### src/rtl/osc_cal_pkg.sv
`timescale 1ns/1ps
// Shared types and constants for the ring-oscillator calibration controller.
package osc_cal_pkg;

  localparam int NUM_CODES = 4;
  localparam int CODE_W    = 2;

  typedef enum logic [2:0] {
    IDLE,
    SETTLE,
    MEASURE,
    EVAL,
    DONE
  } state_e;

endpackage

### src/rtl/osc_edge_sync.sv
`timescale 1ns/1ps
// Brings the asynchronous oscillator phase into the clk domain and emits a
// one-cycle pulse for each rising edge seen after synchronization.
module osc_edge_sync (
  input  logic clk,
  input  logic rst,
  input  logic osc_i,
  output logic rise_o
);

  logic meta_q;
  logic sync_q;
  logic prev_q;

  always_ff @(posedge clk) begin
    if (rst) begin
      meta_q <= 1'b0;
      sync_q <= 1'b0;
      prev_q <= 1'b0;
    end else begin
      meta_q <= osc_i;
      sync_q <= meta_q;
      prev_q <= sync_q;
    end
  end

  assign rise_o = sync_q & ~prev_q;

endmodule

### src/rtl/osc_cal_ctrl.sv
`timescale 1ns/1ps
// Sweeps the oscillator control code, measures edge counts per code over a fixed
// window, and settles on the code whose count lies closest to the target.
module osc_cal_ctrl
  import osc_cal_pkg::*;
#(
  parameter int              CNT_W      = 12,
  parameter int              WINDOW_CYC = 256,
  parameter int              SETTLE_CYC = 16,
  parameter logic [CODE_W-1:0] CTRL_RST = 2'b00
) (
  input  logic              clk,
  input  logic              rst,
  input  logic              start,
  input  logic [CNT_W-1:0]  target_cnt,
  input  logic [CNT_W-1:0]  tol,
  input  logic              osc_in,
  output logic [CODE_W-1:0] ctrl,
  output logic              busy,
  output logic              done,
  output logic [CNT_W-1:0]  best_cnt,
  output logic              cal_err
);

  localparam int MAX_CYC = (WINDOW_CYC > SETTLE_CYC) ? WINDOW_CYC : SETTLE_CYC;
  localparam int CYC_W   = $clog2(MAX_CYC + 1);
  localparam logic [CODE_W-1:0] LAST_CODE = CODE_W'(NUM_CODES - 1);

  state_e             state_q;
  logic [CYC_W-1:0]   cyc_q;
  logic [CODE_W-1:0]  code_q;
  logic [CNT_W-1:0]   edge_cnt_q;
  logic [CNT_W-1:0]   target_q;
  logic [CNT_W-1:0]   tol_q;
  logic [CODE_W-1:0]  best_code_q;
  logic [CNT_W:0]     best_diff_q;
  logic [CNT_W-1:0]   meas_best_q;
  logic [CODE_W-1:0]  ctrl_q;
  logic               busy_q;
  logic               done_q;
  logic [CNT_W-1:0]   best_cnt_q;
  logic               cal_err_q;

  logic               edge_rise;
  logic [CNT_W:0]     diff_d;
  logic               take_d;
  logic [CODE_W-1:0]  best_code_d;
  logic [CNT_W:0]     best_diff_d;
  logic [CNT_W-1:0]   meas_best_d;

  osc_edge_sync u_sync (
    .clk    (clk),
    .rst    (rst),
    .osc_i  (osc_in),
    .rise_o (edge_rise)
  );

  // Candidate best-code update; the last EVAL needs it combinationally so DONE
  // can publish the final choice on the same edge.
  always_comb begin
    if (edge_cnt_q >= target_q) diff_d = {1'b0, edge_cnt_q} - {1'b0, target_q};
    else                        diff_d = {1'b0, target_q} - {1'b0, edge_cnt_q};
    take_d      = (code_q == '0) || (diff_d < best_diff_q);
    best_code_d = take_d ? code_q     : best_code_q;
    best_diff_d = take_d ? diff_d     : best_diff_q;
    meas_best_d = take_d ? edge_cnt_q : meas_best_q;
  end

  always_ff @(posedge clk) begin
    if (rst) begin
      state_q     <= IDLE;
      cyc_q       <= '0;
      code_q      <= '0;
      edge_cnt_q  <= '0;
      target_q    <= '0;
      tol_q       <= '0;
      best_code_q <= '0;
      best_diff_q <= '0;
      meas_best_q <= '0;
      ctrl_q      <= CTRL_RST;
      busy_q      <= 1'b0;
      done_q      <= 1'b0;
      best_cnt_q  <= '0;
      cal_err_q   <= 1'b0;
    end else begin
      done_q <= 1'b0;
      case (state_q)
        IDLE: begin
          if (start) begin
            target_q   <= target_cnt;
            tol_q      <= tol;
            code_q     <= '0;
            ctrl_q     <= '0;
            busy_q     <= 1'b1;
            cyc_q      <= '0;
            edge_cnt_q <= '0;
            state_q    <= SETTLE;
          end
        end
        SETTLE: begin
          if (cyc_q == CYC_W'(SETTLE_CYC - 1)) begin
            cyc_q   <= '0;
            state_q <= MEASURE;
          end else begin
            cyc_q <= cyc_q + CYC_W'(1);
          end
        end
        MEASURE: begin
          // Saturate rather than wrap so a very fast oscillator still reads as far off.
          if (edge_rise && (edge_cnt_q != '1)) edge_cnt_q <= edge_cnt_q + CNT_W'(1);
          if (cyc_q == CYC_W'(WINDOW_CYC - 1)) begin
            cyc_q   <= '0;
            state_q <= EVAL;
          end else begin
            cyc_q <= cyc_q + CYC_W'(1);
          end
        end
        EVAL: begin
          best_code_q <= best_code_d;
          best_diff_q <= best_diff_d;
          meas_best_q <= meas_best_d;
          if (code_q == LAST_CODE) begin
            ctrl_q     <= best_code_d;
            best_cnt_q <= meas_best_d;
            cal_err_q  <= (best_diff_d > {1'b0, tol_q});
            busy_q     <= 1'b0;
            done_q     <= 1'b1;
            state_q    <= DONE;
          end else begin
            code_q     <= code_q + CODE_W'(1);
            ctrl_q     <= code_q + CODE_W'(1);
            edge_cnt_q <= '0;
            state_q    <= SETTLE;
          end
        end
        DONE: begin
          state_q <= IDLE;
        end
        default: begin
          state_q <= IDLE;
        end
      endcase
    end
  end

  assign ctrl     = ctrl_q;
  assign busy     = busy_q;
  assign done     = done_q;
  assign best_cnt = best_cnt_q;
  assign cal_err  = cal_err_q;

endmodule
### config.mk
export PLATFORM = sky130hd
export DESIGN_NAME = osc_cal_ctrl
export DESIGN_NICKNAME = d
export VERILOG_FILES = /design/src/rtl/osc_cal_pkg.sv /design/src/rtl/osc_edge_sync.sv /design/src/rtl/osc_cal_ctrl.sv
export SDC_FILE = /design/constraint.sdc
export NUM_CORES = 1
export LEC_CHECK = 0
export BUFFER_PORTS_ARGS = -buffer_cell sky130_fd_sc_hd__buf_2
export CAP_MARGIN = 20
export CORE_MARGIN = 5
export CORE_UTILIZATION = 61
export CTS_CLUSTER_SIZE = 20
export DETAILED_ROUTE_END_ITERATION = 8
export PLACE_DENSITY = 0.85
export SYNTH_ARGS = -nofsm -noshare
export SYNTH_HDL_FRONTEND = slang
export SYNTH_SLANG_ARGS = --single-unit
### constraint.sdc
create_clock -name clk -period 7.05 [get_ports clk]
set_input_delay 0.705 -clock clk [delete_from_list [all_inputs] [get_ports clk]]
set_output_delay 0.705 -clock clk [all_outputs]
set_load 0.02 [all_outputs]
==> key figures, run 1 <==
Detailed routing
  – WL/cell: 15.9 um
  – DR pass1 iterations: 5
  – Via count: 5,158
  – Drt total wl: 13,900 um
  – Drt drc: 0
  – DRT antenna net count: 0
  – Vias per cell: 5.90
  – Initial DRC count: 378

Worst setup path
  – Critical path class: flip-flop to flip-flop
  – Req. time, crit path: 7270 ps
  – WP data arrival: 6550 ps
  – Crit. End Element: flip-flop
  – R2R Path Start: edge_cnt_q[8]
  – Startpoint types: flip-flop
  – Crit. Startpoint: edge_cnt_q[8]
  – CP max FO: 20

Run status
  – Outcome: finished, final reports clean

Yosys
  – Top_reg_cell synth: dfxtp_1
  – Synth async-reset ratio: 0
  – Synth unique cells: 65
  – Synth Register Bits: 97
  – Syn_nets: 807
  – Post-synth EDFFs: 0
  – Cell count after synthesis: 723
  – Sequential element share of the synthesized area: 0.331
  – Mean Syn Cell Area: 8.11 um2
  – Mapped Area: 0.00587 mm2
  – YS warnings: 0

STA
  – TNS Setup: 0 ps
  – Final Hold Fails: 0
  – Slew headroom: 0.349
  – Period utilization: 0.898
  – Final Max Slew Viols: 0
  – Fin Clk Skew: 18.0 ps
  – Min Tclk post-route: 6330 ps
  – RSZ-0062 raised after global routing: no
  – Slew @ Worst Pin: 976 ps
  – Fmax: 158 MHz
  – Final Setup Violations: 0

Clock network
  – H-tree depth: 3
  – Clock transition at path regs: 110 ps
  – Skew-Pair Late Insertion Delay: 370 ps
  – CTS Buf Count: 9
  – CTS tree: yes
  – Cts repair resizes: 0
  – Clk buf depth: 2
  – Setup bufs post-CTS: 0
  – Root Driver: clkbuf_8
  – Cts hold-fix bufs: 0
  – CTS sink count: 97

GRT
  – M3 GR Usage: 0.0334
  – Vias in the first global route: 4,687
  – Initial antenna violation count: 0
  – Grt met1 use: 0.334
  – First-pass GRT wire length: 22,500 um
  – Overflow left after global routing: 0
  – Met2 usage: 0.387
  – Busiest layer in global routing: met2
  – All-Layer GR Usage: 0.238
  – Pin count of the biggest net entering global routing: 91

Floorplanning
  – Initial Util: 0.629
  – Die height: 108 um
  – Number of I/O pins: 45
  – Core area: 0.00933 mm2
  – Die area: 0.0117 mm2
  – Row count: 35
  – Chip Width: 108 um

Layout
  – Share of cells above drive strength 1: 0.114
  – Synth-to-Final Area Change: 7.49%
  – Antenna cells: 0
  – Final cell count without fillers: 874
  – Final instance area: 0.00631 mm2
  – Nets: 824

Placement
  – HPWL Detailed: 10,300 um
  – Placed Instances: 858
  – Gpl congestion: 0.926
  – Post-DP Area: 0.00611 mm2
  – IO Port Bufs: 44

Power and ir drop
  – VDD IR max: 0.183 mV
  – Leak: 0.00264 uW
  – PwrDens: 360 mW/mm2
  – Power, Total: 2270 uW

Min path
  – Hold_sp: u_sync.sync_q
  – Tightest Hold Check Type: flip-flop to flip-flop

Run
  – Max Cap Violations: 0
==> cell type report <==
| class | count | area [um2] |
|---|---|---|
| inverter | 59 | 221 |
| tap | 129 | 161 |
| sequential | 97 | 1940 |
| clock inverter | 6 | 56.3 |
| fill | 778 | 3020 |
| timing repair buffer | 48 | 250 |
| clock buffer | 10 | 138 |
| multi-input combinational | 525 | 3540 |
==> cell families (layout without fill, tap and decap cells) <==
family                   count (synthesis)  after routing  synth area share
buffers and inverters                  101            123            0.0682
multiplexers                            40             40            0.0702
AO/OA/AOI/OAI                          177            177             0.197
adder cells (fa/ha/maj)                 56             56             0.122
XOR/XNOR                                20             20            0.0299
flip-flops                              97             97             0.331
AND/OR/NAND/NOR                        232            232             0.182
==> stage by stage <==
stage,setup slack (ps),hold slack [ps],utilization
CTS,803,445,0.676
detailed placement,849,432,0.655
global route,273,462,0.676
floorplan,1580,412,-
finish,722,442,0.676
global placement,1070,424,0.655
==> metal layers <==
metal  part of all wire  wire, um  vias to the layer above
li1                   -         -                     2536
met1               0.47      6610                     2452
met2               0.46      6460                      149
met3              0.046       642                       21
met4              0.016       225                        0
met5                  0         0                        -
==> synthesized netlist by cell type, drive strengths merged, types with 9 or more instances <==
master	n	area (um2)
nand2	79	297
xnor2	17	149
a211oi	25	198
inv	59	221
o21ai	25	136
a21oi	67	335
ha	54	676
nor2	81	304
dfxtp	97	1940
nand4	12	75.1
clkbuf	30	113
buf	12	66.3
mux2i	31	310
nand3	9	50.1
nor3	9	45.0
mux2	9	101
a21o	22	165
==> report_power, final <==
group | total (uW) | switching, uW | internal [uW]
registers | 634 | 38.9 | 595
logic | 1270 | 735 | 533
clock network | 366 | 220 | 146
total | 2270 | 994 | 1270
==> sequential cells by signal (all words and copies together), names as in the netlist <==
signal	flops
target_q	12
edge_cnt_q	12
cal_err	1
u_sync.sync_q	1
best_code_q	2
cyc_q	9
code_q	2
busy	1
ctrl	2
state_q	3
tol_q	12
best_cnt	12
u_sync.meta_q	1
best_diff_q	13
done	1
u_sync.prev_q	1
meas_best_q	12
==> critical path, stage by stage, from the launching register on <==
cell	delay, ps
dfxtp_1	450
inv_1	120
ha_1	490
o21ai_0	140
nor2_1	180
o2111ai_1	220
o21ai_4	520
a211oi_1	210
o211ai_1	300
and2_1	230
xnor2_1	90
ha_1	320
a21o_1	120
a21o_1	110
a21oi_1	80
a21o_1	230
nor2_2	480
buf_4	430
mux2_2	380
ha_1	300
o21ai_0	80
nand2b_1	80
a21oi_1	130
o21ai_0	90
o21ai_0	150
a31o_2	170
a31oi_1	70
==> final timing paths <==
kind | endpoint | slack (ps) | depth (start not counted)
worst max-delay path | cal_err | 720 | 26
worst min-delay path | u_sync.prev_q | 440 | 2
worst max register to register | cal_err | 720 | 26
worst min register to register | u_sync.prev_q | 440 | 2
==> layout by cell type (no fill, tap or decap), types with 4 or more instances in the layout <==
cell and instances:
dfxtp_1 97, a21o_1 22, buf_4 4, inv_1 59, mux2i_1 31, buf_2 44, o21ai_0 22, and3_1 6
nand3_1 8, nand2_1 79, a21oi_1 67, a211oi_1 23, nand4_1 12, o211ai_1 4, clkbuf_8 10, o21a_1 6
xnor2_1 17, nand2b_1 6, nor3_1 9, nor2_1 80, nor3b_1 4, nor2b_1 6, mux2_2 9, or3_1 4
ha_1 54
No activity file was read; power rests on OpenSTA's default activity.
==> run 2: changes to the inputs <==
--- a/config.mk
+++ b/config.mk
@@ -12,6 +12,7 @@
 export CTS_CLUSTER_SIZE = 20
 export DETAILED_ROUTE_END_ITERATION = 8
 export PLACE_DENSITY = 0.85
+export SKIP_LAST_GASP = 1
 export SYNTH_ARGS = -nofsm -noshare
 export SYNTH_HDL_FRONTEND = slang
 export SYNTH_SLANG_ARGS = --single-unit
==> constraint.sdc (replaced) <==
create_clock -name clk -period 6.3 [get_ports clk]
set_input_delay 0.63 -clock clk [delete_from_list [all_inputs] [get_ports clk]]
set_output_delay 0.63 -clock clk [all_outputs]
set_load 0.02 [all_outputs]
==> run 2 against run 1 <==
Net effect:
- global-route usage rose by 1.2 points
- register-to-register slack got worse by 250 ps
- first-iteration DRC count fell by 6.3%
- total power rose by 18%
- clock power rose by 28%
- clock skew fell by 4.2 ps
- wire length rose by 2.9%
- count of clock-buffer cells in the layout did not move
- die area did not move
- largest power group unchanged
==> key figures, run 2 (synthesis gave the netlist of run 1 again) <==
Worst setup path
  – R2R Path End: cal_err
  – Crit. End Element: flip-flop
  – Startpoint types: flip-flop
  – Reg2reg path depth: 26 (unchanged)
  – R2r setup slk: 470 ps (-250 ps)
  – WP data arrival: 6040 ps (-510 ps)
  – CP max stage delay: 460 ps (-60 ps)
  – Critical path class: flip-flop to flip-flop
  – R2R Path Start: edge_cnt_q[4]
  – CP max FO: 11 (-45%)
  – Req. time, crit path: 6510 ps (-760 ps)
  – Crit. Startpoint: edge_cnt_q[4]
  – CP top delay family: compound AO/OA/AOI/OAI gates
  – Slowest CP cell: dfxtp_1
  – CP Buf/Inv Count: 1 (-1)

Floorplanning
  – Die height: 108 um (unchanged)
  – Core area: 0.00933 mm2 (unchanged)
  – Chip Width: 108 um (unchanged)
  – Die area: 0.0117 mm2 (unchanged)
  – Number of I/O pins: 45 (unchanged)
  – Row count: 35 (unchanged)
  – Initial Util: 0.629 (unchanged)

Placement
  – IO Port Bufs: 44 (unchanged)
  – HPWL Detailed: 10,400 um (+1.5%)
  – Post-DP Area: 0.00614 mm2 (+0.49%)
  – Gpl congestion: 0.935 (+0.96%)

Clock network
  – Clock transition at path regs: 100 ps (about the same)
  – Cts hold-fix bufs: 0 (unchanged)
  – H-tree depth: 3 (unchanged)
  – Root Driver: clkbuf_8
  – Clk buf depth: 2 (unchanged)
  – CTS tree: yes
  – CTS Buf Count: 9 (unchanged)
  – Skew-Pair Late Insertion Delay: 370 ps (about the same)
  – CTS sink count: 97 (unchanged)

Detailed routing
  – Vias per cell: 5.92 (+0.33%)
  – Drt drc: 0 (unchanged)
  – Initial DRC count: 354 (-6.3%)
  – Drt total wl: 14,300 um (+2.9%)
  – DR pass1 iterations: 5 (unchanged)
  – WL/cell: 16.2 um (+1.3%)
  – Via count: 5,252 (+1.8%)
  – DRT antenna net count: 0 (unchanged)

Power and ir drop
  – Switching Share: 0.426 (-0.0125)
  – Flop pwr share: 0.267 (-0.013)
  – Combinational share of power: 0.557 (-0.002)
  – Power, Total: 2670 uW (+18%)
  – Leak: 0.00273 uW (+3.2%)
  – VDD IR max: 0.195 mV (+6.6%)
  – PwrDens: 413 mW/mm2 (+15%)
  – Pint: 1530 uW (+20%)
  – Clk pwr share: 0.176 (+0.015)
  – Net Sw Power: 1140 uW (+14%)

GRT
  – All-Layer GR Usage: 0.251 (+0.0123)
  – Overflow left after global routing: 0 (unchanged)
  – Vias in the first global route: 5,054 (+7.8%)
  – Pin count of the biggest net entering global routing: 71 (-22%)
  – First-pass GRT wire length: 23,900 um (+6.2%)
  – Initial antenna violation count: 0 (unchanged)

Min path
  – Tightest Hold Check Type: flip-flop to flip-flop
  – Hold Path End: u_sync.sync_q
  – Worst hold stages: 1 (-1)
  – Hold_sp: u_sync.meta_q

Run
  – Max Cap Violations: 0 (unchanged)

STA
  – RSZ-0062 raised after global routing: no
  – Fmax: 171 MHz (+8.5%)
  – Slew @ Worst Pin: 963 ps (-13.8 ps)
  – Final Setup Violations: 0 (unchanged)
  – Final Max Slew Viols: 0 (unchanged)
  – Min Tclk post-route: 5830 ps (-497 ps)
  – Fin Clk Skew: 13.8 ps (-4.23 ps)
  – Final Hold Fails: 0 (unchanged)
  – Slew headroom: 0.358 (+0.00918)
  – TNS Setup: 0 ps (unchanged)
  – Period utilization: 0.926 (+0.0280)

Layout
  – Area taken by flip-flops and latches: 0.00194 mm2 (about the same)
  – Top reg by flops: best_diff_q
  – Final instance area: 0.00646 mm2 (+2.4%)
  – Post-layout util: 0.693 (+0.0165)
  – Nets: 837 (+1.6%)
  – Share of cells above drive strength 1: 0.135 (+0.0205)
  – Synth-to-Final Area Change: 10.1%
  – Max FFs per register: 13 (unchanged)
  – Most frequent cells in the layout: 96 x dfxtp_1, 80 x nor2_1, 79 x nand2_1
  – Commonest non-fill, non-tap cell in the layout: dfxtp_1
  – Multi-input logic area: 0.00357 mm2 (+0.81%)
  – Antenna cells: 0 (unchanged)
  – Layout fillers: 724 (-6.9%)

Run status
  – Outcome: finished, final reports clean
run 2: changes by cell type in the layout (fill, tap and decap cells not counted), sizes merged:
cell,change
bufinv,+2
clkinvlp,-1
buf,+12
inv,-2
clkinv,+1
o21ai,+1
run 2: through the flow:
stage	hold slack [ps]	setup WS (ps)	std cells
CTS	456	165	878
global route	480	7.77	887
global placement	420	367	862
floorplan	412	834	723
finish	459	468	887
detailed placement	442	209	862
run 2: layout make-up:
class / instances / area share
clock inverter: 6 / 0.0155
clock buffer: 10 / 0.0198
tap: 129 / 0.0250
timing repair buffer: 60 / 0.0527
inverter: 59 / 0.0343
sequential: 97 / 0.301
multi-input combinational: 526 / 0.552
run 2: power groups by stage:
stage	clock, uW	combinational, uW	sequential, uW
global placement	0	1340	720
finish	469	1490	711
detailed placement	0	1400	723
CTS	473	1410	710
global route	505	1660	717
floorplan	0	1100	712
run 2: worst max-delay path by stage:
stage                   end  slack [ps]  depth (start not counted)
floorplan           cal_err         830                         30
global route        cal_err           8                         26
detailed placement  cal_err         210                         26
finish              cal_err         470                         26
global placement    cal_err         370                         26
CTS                 cal_err         160                         26
run 2: worst reg2reg max path, stage by stage, from the launching register on:
cell      delay (ps)
dfxtp_1          460
inv_1            140
ha_1             440
nand4_1          220
nor3_1           100
a211oi_2         380
o21ai_4          170
a211oi_1         330
o211ai_1         210
and2_1           240
xnor2_1          140
ha_1             290
a21o_1           180
a21o_1           170
a21oi_1          190
o2111a_2         310
nor2_4           100
mux2_2           310
ha_1             300
nor2b_1          140
o21ai_0          160
nand2b_1          70
a21oi_1          150
o21ai_0          100
o21ai_0          150
a31o_2           170
a31oi_1           70
run 2: what timing repair did:
item	4_1_cts	5_1_grt
buffers inserted	0	8
setup endpoints to repair	0	1
resized for setup	0	6
run 2: metal layers:
layer | track usage | share of wire | up-vias
li1 | - | - | 2566
met1 | 0.338 | 0.45 | 2510
met2 | 0.408 | 0.47 | 145
met3 | 0.0394 | 0.045 | 31
met4 | 0.0902 | 0.028 | 0
met5 | 0 | 0 | -
==> run 3: changes to the inputs <==
--- a/config.mk
+++ b/config.mk
@@ -7,12 +7,15 @@
 export LEC_CHECK = 0
 export BUFFER_PORTS_ARGS = -buffer_cell sky130_fd_sc_hd__buf_2
 export CAP_MARGIN = 20
+export CELL_PAD_IN_SITES_DETAIL_PLACEMENT = 1
+export CELL_PAD_IN_SITES_GLOBAL_PLACEMENT = 2
 export CORE_MARGIN = 5
-export CORE_UTILIZATION = 61
+export CORE_UTILIZATION = 36
 export CTS_CLUSTER_SIZE = 20
 export DETAILED_ROUTE_END_ITERATION = 8
-export PLACE_DENSITY = 0.85
+export PLACE_DENSITY = 0.83
 export SKIP_LAST_GASP = 1
 export SYNTH_ARGS = -nofsm -noshare
 export SYNTH_HDL_FRONTEND = slang
+export SYNTH_HIERARCHICAL = 1
 export SYNTH_SLANG_ARGS = --single-unit
==> run 3 against run 2 <==
Net effect:
- synthesized cell count rose by 4.8%
- count of clock-buffer cells in the layout down 1
- total power is 24% lower
- flip-flop and latch count stayed put
- final area increased by 5.0%
- combinational power shrank 47%
- utilization shrank 28 points
- sequential power down 6.6%
- fmax up 1.6%
- final cell count increased by 14%
- largest power group unchanged
- highest routed layer unchanged
==> key figures, run 3 <==
Clock network
  – H-tree depth: 3 (unchanged)
  – CTS tree: yes
  – Root Driver: clkbuf_16
  – Clock transition at path regs: 70 ps (-30 ps)
  – Cts repair resizes: 0 (unchanged)
  – Setup bufs post-CTS: 0 (unchanged)
  – Clk buf depth: 2 (unchanged)
  – Skew-Pair Late Insertion Delay: 350 ps (-20 ps)
  – CTS sink count: 97 (unchanged)
  – Cts hold-fix bufs: 0 (unchanged)
  – CTS Buf Count: 9 (unchanged)

Worst setup path
  – CP max stage delay: 440 ps (-20 ps)
  – CP dominant cell by count: a21oi_1
  – Startpoint types: flip-flop
  – CP Buf/Inv Count: 3 (+2)
  – Reg2reg path depth: 23 (-12%)
  – WP data arrival: 5920 ps (-120 ps)
  – CP max FO: 21 (+10)
  – Critical path class: flip-flop to flip-flop
  – CP top delay family: compound AO/OA/AOI/OAI gates
  – Crit. Startpoint: edge_cnt_q[0]
  – Req. time, crit path: 6480 ps (-30 ps)
  – Cell Chain, Critical Path: inv_1, ha_1, inv_1, fa_1, a21oi_1, o221ai_1, a31o_2, a221oi_1, o211ai_1, nor2b_1, ha_1, a21oi_1, o21a_1, o22a_1, o31a_2, buf_4, nor2_1, a21oi_1, ha_1, o21ai_0, a21oi_1, o41ai_1, a31oi_1
  – R2r setup slk: 560 ps (+90 ps)
  – CP Depth: 23 (-12%)
  – Crit. End Element: flip-flop
  – R2R Path Start: edge_cnt_q[0]
  – Slowest CP cell: dfxtp_1

Layout
  – Max FFs per register: 13 (unchanged)
  – Commonest non-fill, non-tap cell in the layout: nand2_1
  – Share of cells above drive strength 1: 0.124 (-0.0102)
  – Synth-to-Final Area Change: 12.1%
  – Most frequent cells in the layout: 99 x nand2_1, 97 x dfxtp_1, 82 x a21oi_1
  – Top reg by flops: best_diff_q
  – Antenna cells: 0 (unchanged)
  – Nets: 867 (+3.6%)

Detailed routing
  – DRT antenna net count: 0 (unchanged)
  – WL/cell: 18.3 um (+13%)
  – Via count: 5,455 (+3.9%)
  – Drt total wl: 18,500 um (+29%)
  – Initial DRC count: 254 (-28%)
  – Drt drc: 0 (unchanged)
  – Vias per cell: 5.41 (-8.6%)
  – DR pass1 iterations: 4 (-1)

STA
  – Final Hold Fails: 0 (unchanged)
  – Period utilization: 0.911 (-0.0143)
  – Fmax: 174 MHz (+1.6%)
  – Final Max Slew Viols: 0 (unchanged)
  – Fin Clk Skew: 10.1 ps (-3.69 ps)
  – TNS Setup: 0 ps (unchanged)
  – Setup ws final: 559 ps (+90.2 ps)
  – Slew headroom: 0.310 (-0.0478)
  – Final Setup Violations: 0 (unchanged)
  – Slew @ Worst Pin: 1030 ps (+63.0 ps)
  – Min Tclk post-route: 5740 ps (-90.2 ps)
  – RSZ-0062 raised after global routing: no

Placement
  – Gpl congestion: 0.866 (-7.3%)
  – Pre-CTS WS: 343 ps (+134 ps)
  – HPWL Detailed: 14,000 um (+34%)
  – IO Port Bufs: 44 (unchanged)

Floorplanning
  – Row count: 47 (+34%)
  – Core area: 0.0165 mm2 (+77%)
  – Initial Util: 0.366 (-0.263)
  – Die area: 0.0195 mm2 (+67%)
  – Number of I/O pins: 45 (unchanged)
  – Die height: 140 um (+29%)
  – Chip Width: 140 um (+29%)

Yosys
  – Ranking of synthesized cells by area: dfxtp_1 32%, ha_1 11%, a21oi_1 6.8%, nand2_1 6.1%, nor2_1 4.2%
  – XOR/XNOR Fraction of Synth Area: 0.0261 (-0.00379)
  – Largest family of logic cells by synthesized area: compound AO/OA/AOI/OAI gates
  – YS warnings: 6 (+6)
  – Sequential element share of the synthesized area: 0.321 (-0.00986)
  – Compound-gate portion of the synthesized area: 0.224 (+0.0277)
  – Synth unique cells: 74 (+14%)
  – Most common cell in the netlist: nand2_1
  – Synth top area share: 0.321 (-0.00986)
  – Cell taking the most area after synthesis: dfxtp_1
  – Top_reg_cell synth: dfxtp_1
  – Mapped Area: 0.00605 mm2 (+3.1%)
  – Multiplexer share of the synthesized area: 0.0391 (-0.0311)
  – Cell count after synthesis: 758 (+4.8%)
  – Synth async-reset ratio: 0 (unchanged)
  – Mean Syn Cell Area: 7.98 um2 (-1.7%)
  – Post-synth top cells: 99 x nand2_1, 97 x dfxtp_1, 82 x a21oi_1
  – Synth Register Bits: 97 (unchanged)
  – Post-synthesis simple-gate area fraction: 0.203 (+0.0211)
  – Post-synth EDFFs: 0 (unchanged)
  – Adder-Cell Fraction of Synth Area: 0.118 (-0.00363)
  – Syn_nets: 842 (+4.3%)

Min path
  – Tightest Hold Check Type: flip-flop to flip-flop
  – Hold_sp: tol_q[11]
  – Worst hold stages: 2 (+1)

GRT
  – Initial antenna violation count: 0 (unchanged)
  – Pin count of the biggest net entering global routing: 70 (-1.4%)
  – M3 GR Usage: 0.0257 (-0.0137)
  – Grt met1 use: 0.252 (-0.0858)
  – Busiest layer in global routing: met2
  – Overflow left after global routing: 0 (unchanged)
  – Vias in the first global route: 5,804 (+15%)
  – First-pass GRT wire length: 30,400 um (+27%)
  – Met2 usage: 0.327 (-0.0809)
  – All-Layer GR Usage: 0.191 (-0.0601)

Run
  – Max Cap Violations: 0 (unchanged)

Power and ir drop
  – Leak: 0.00275 uW (+0.69%)
  – Power, Total: 2040 uW (-24%)
  – PwrDens: 300 mW/mm2 (-27%)
  – VDD IR max: 0.142 mV (-27%)

Run status
  – Outcome: finished, final reports clean
-- run 3: tightest hold or removal path: cells and delay by family (launching register included) --
| family | cells | cell delay [ps] |
|---|---|---|
| compound gates | 1 | 50 |
| flops | 1 | 310 |
| simple gates | 1 | 50 |
-- run 3: stage by stage --
stage / hold slack, ps / utilization / instances / cell area [um2]
floorplan: 414 / - / 758 / 6050
global placement: 422 / 0.389 / 991 / 6430
detailed placement: 449 / 0.389 / 991 / 6430
CTS: 459 / 0.408 / 1007 / 6750
global route: 472 / 0.410 / 1008 / 6780
finish: 456 / 0.410 / 1008 / 6780
-- run 3: power breakdown --
group,internal [uW],total (uW),switching (uW)
registers,639,664,25.2
clock network,316,590,273
logic,312,784,472
-- run 3: routing by layer --
layer / up-vias / part of all wire
met5: - / 0
met4: 0 / 0.016
met3: 16 / 0.021
met2: 57 / 0.49
met1: 2700 / 0.47
li1: 2682 / -
-- run 3: cell families (layout without fill, tap and decap cells) --
kind of cell,count (synthesis),count (layout)
flip-flops,97,97
buffers and inverters,103,133
adder cells (fa/ha/maj),56,56
AND/OR/NAND/NOR,262,262
multiplexers,23,23
AO/OA/AOI/OAI,199,199
XOR/XNOR,18,18
-- run 3: path summary, 6_finish.rpt --
check / to
worst max-delay path: cal_err
worst min-delay path: tol_q[11]
worst max register to register: cal_err
worst min register to register: tol_q[11]
-- run 3: cell type report --
class                           count  area [um2]
Fill cell                        2003        9740
Multi-Input combinational cell    558        3720
Sequential cell                    97        1940
Timing Repair Buffer               52         288
Tap cell                          220         275
Inverter                           65         244
Clock buffer                        9         225
Clock inverter                      7        87.6
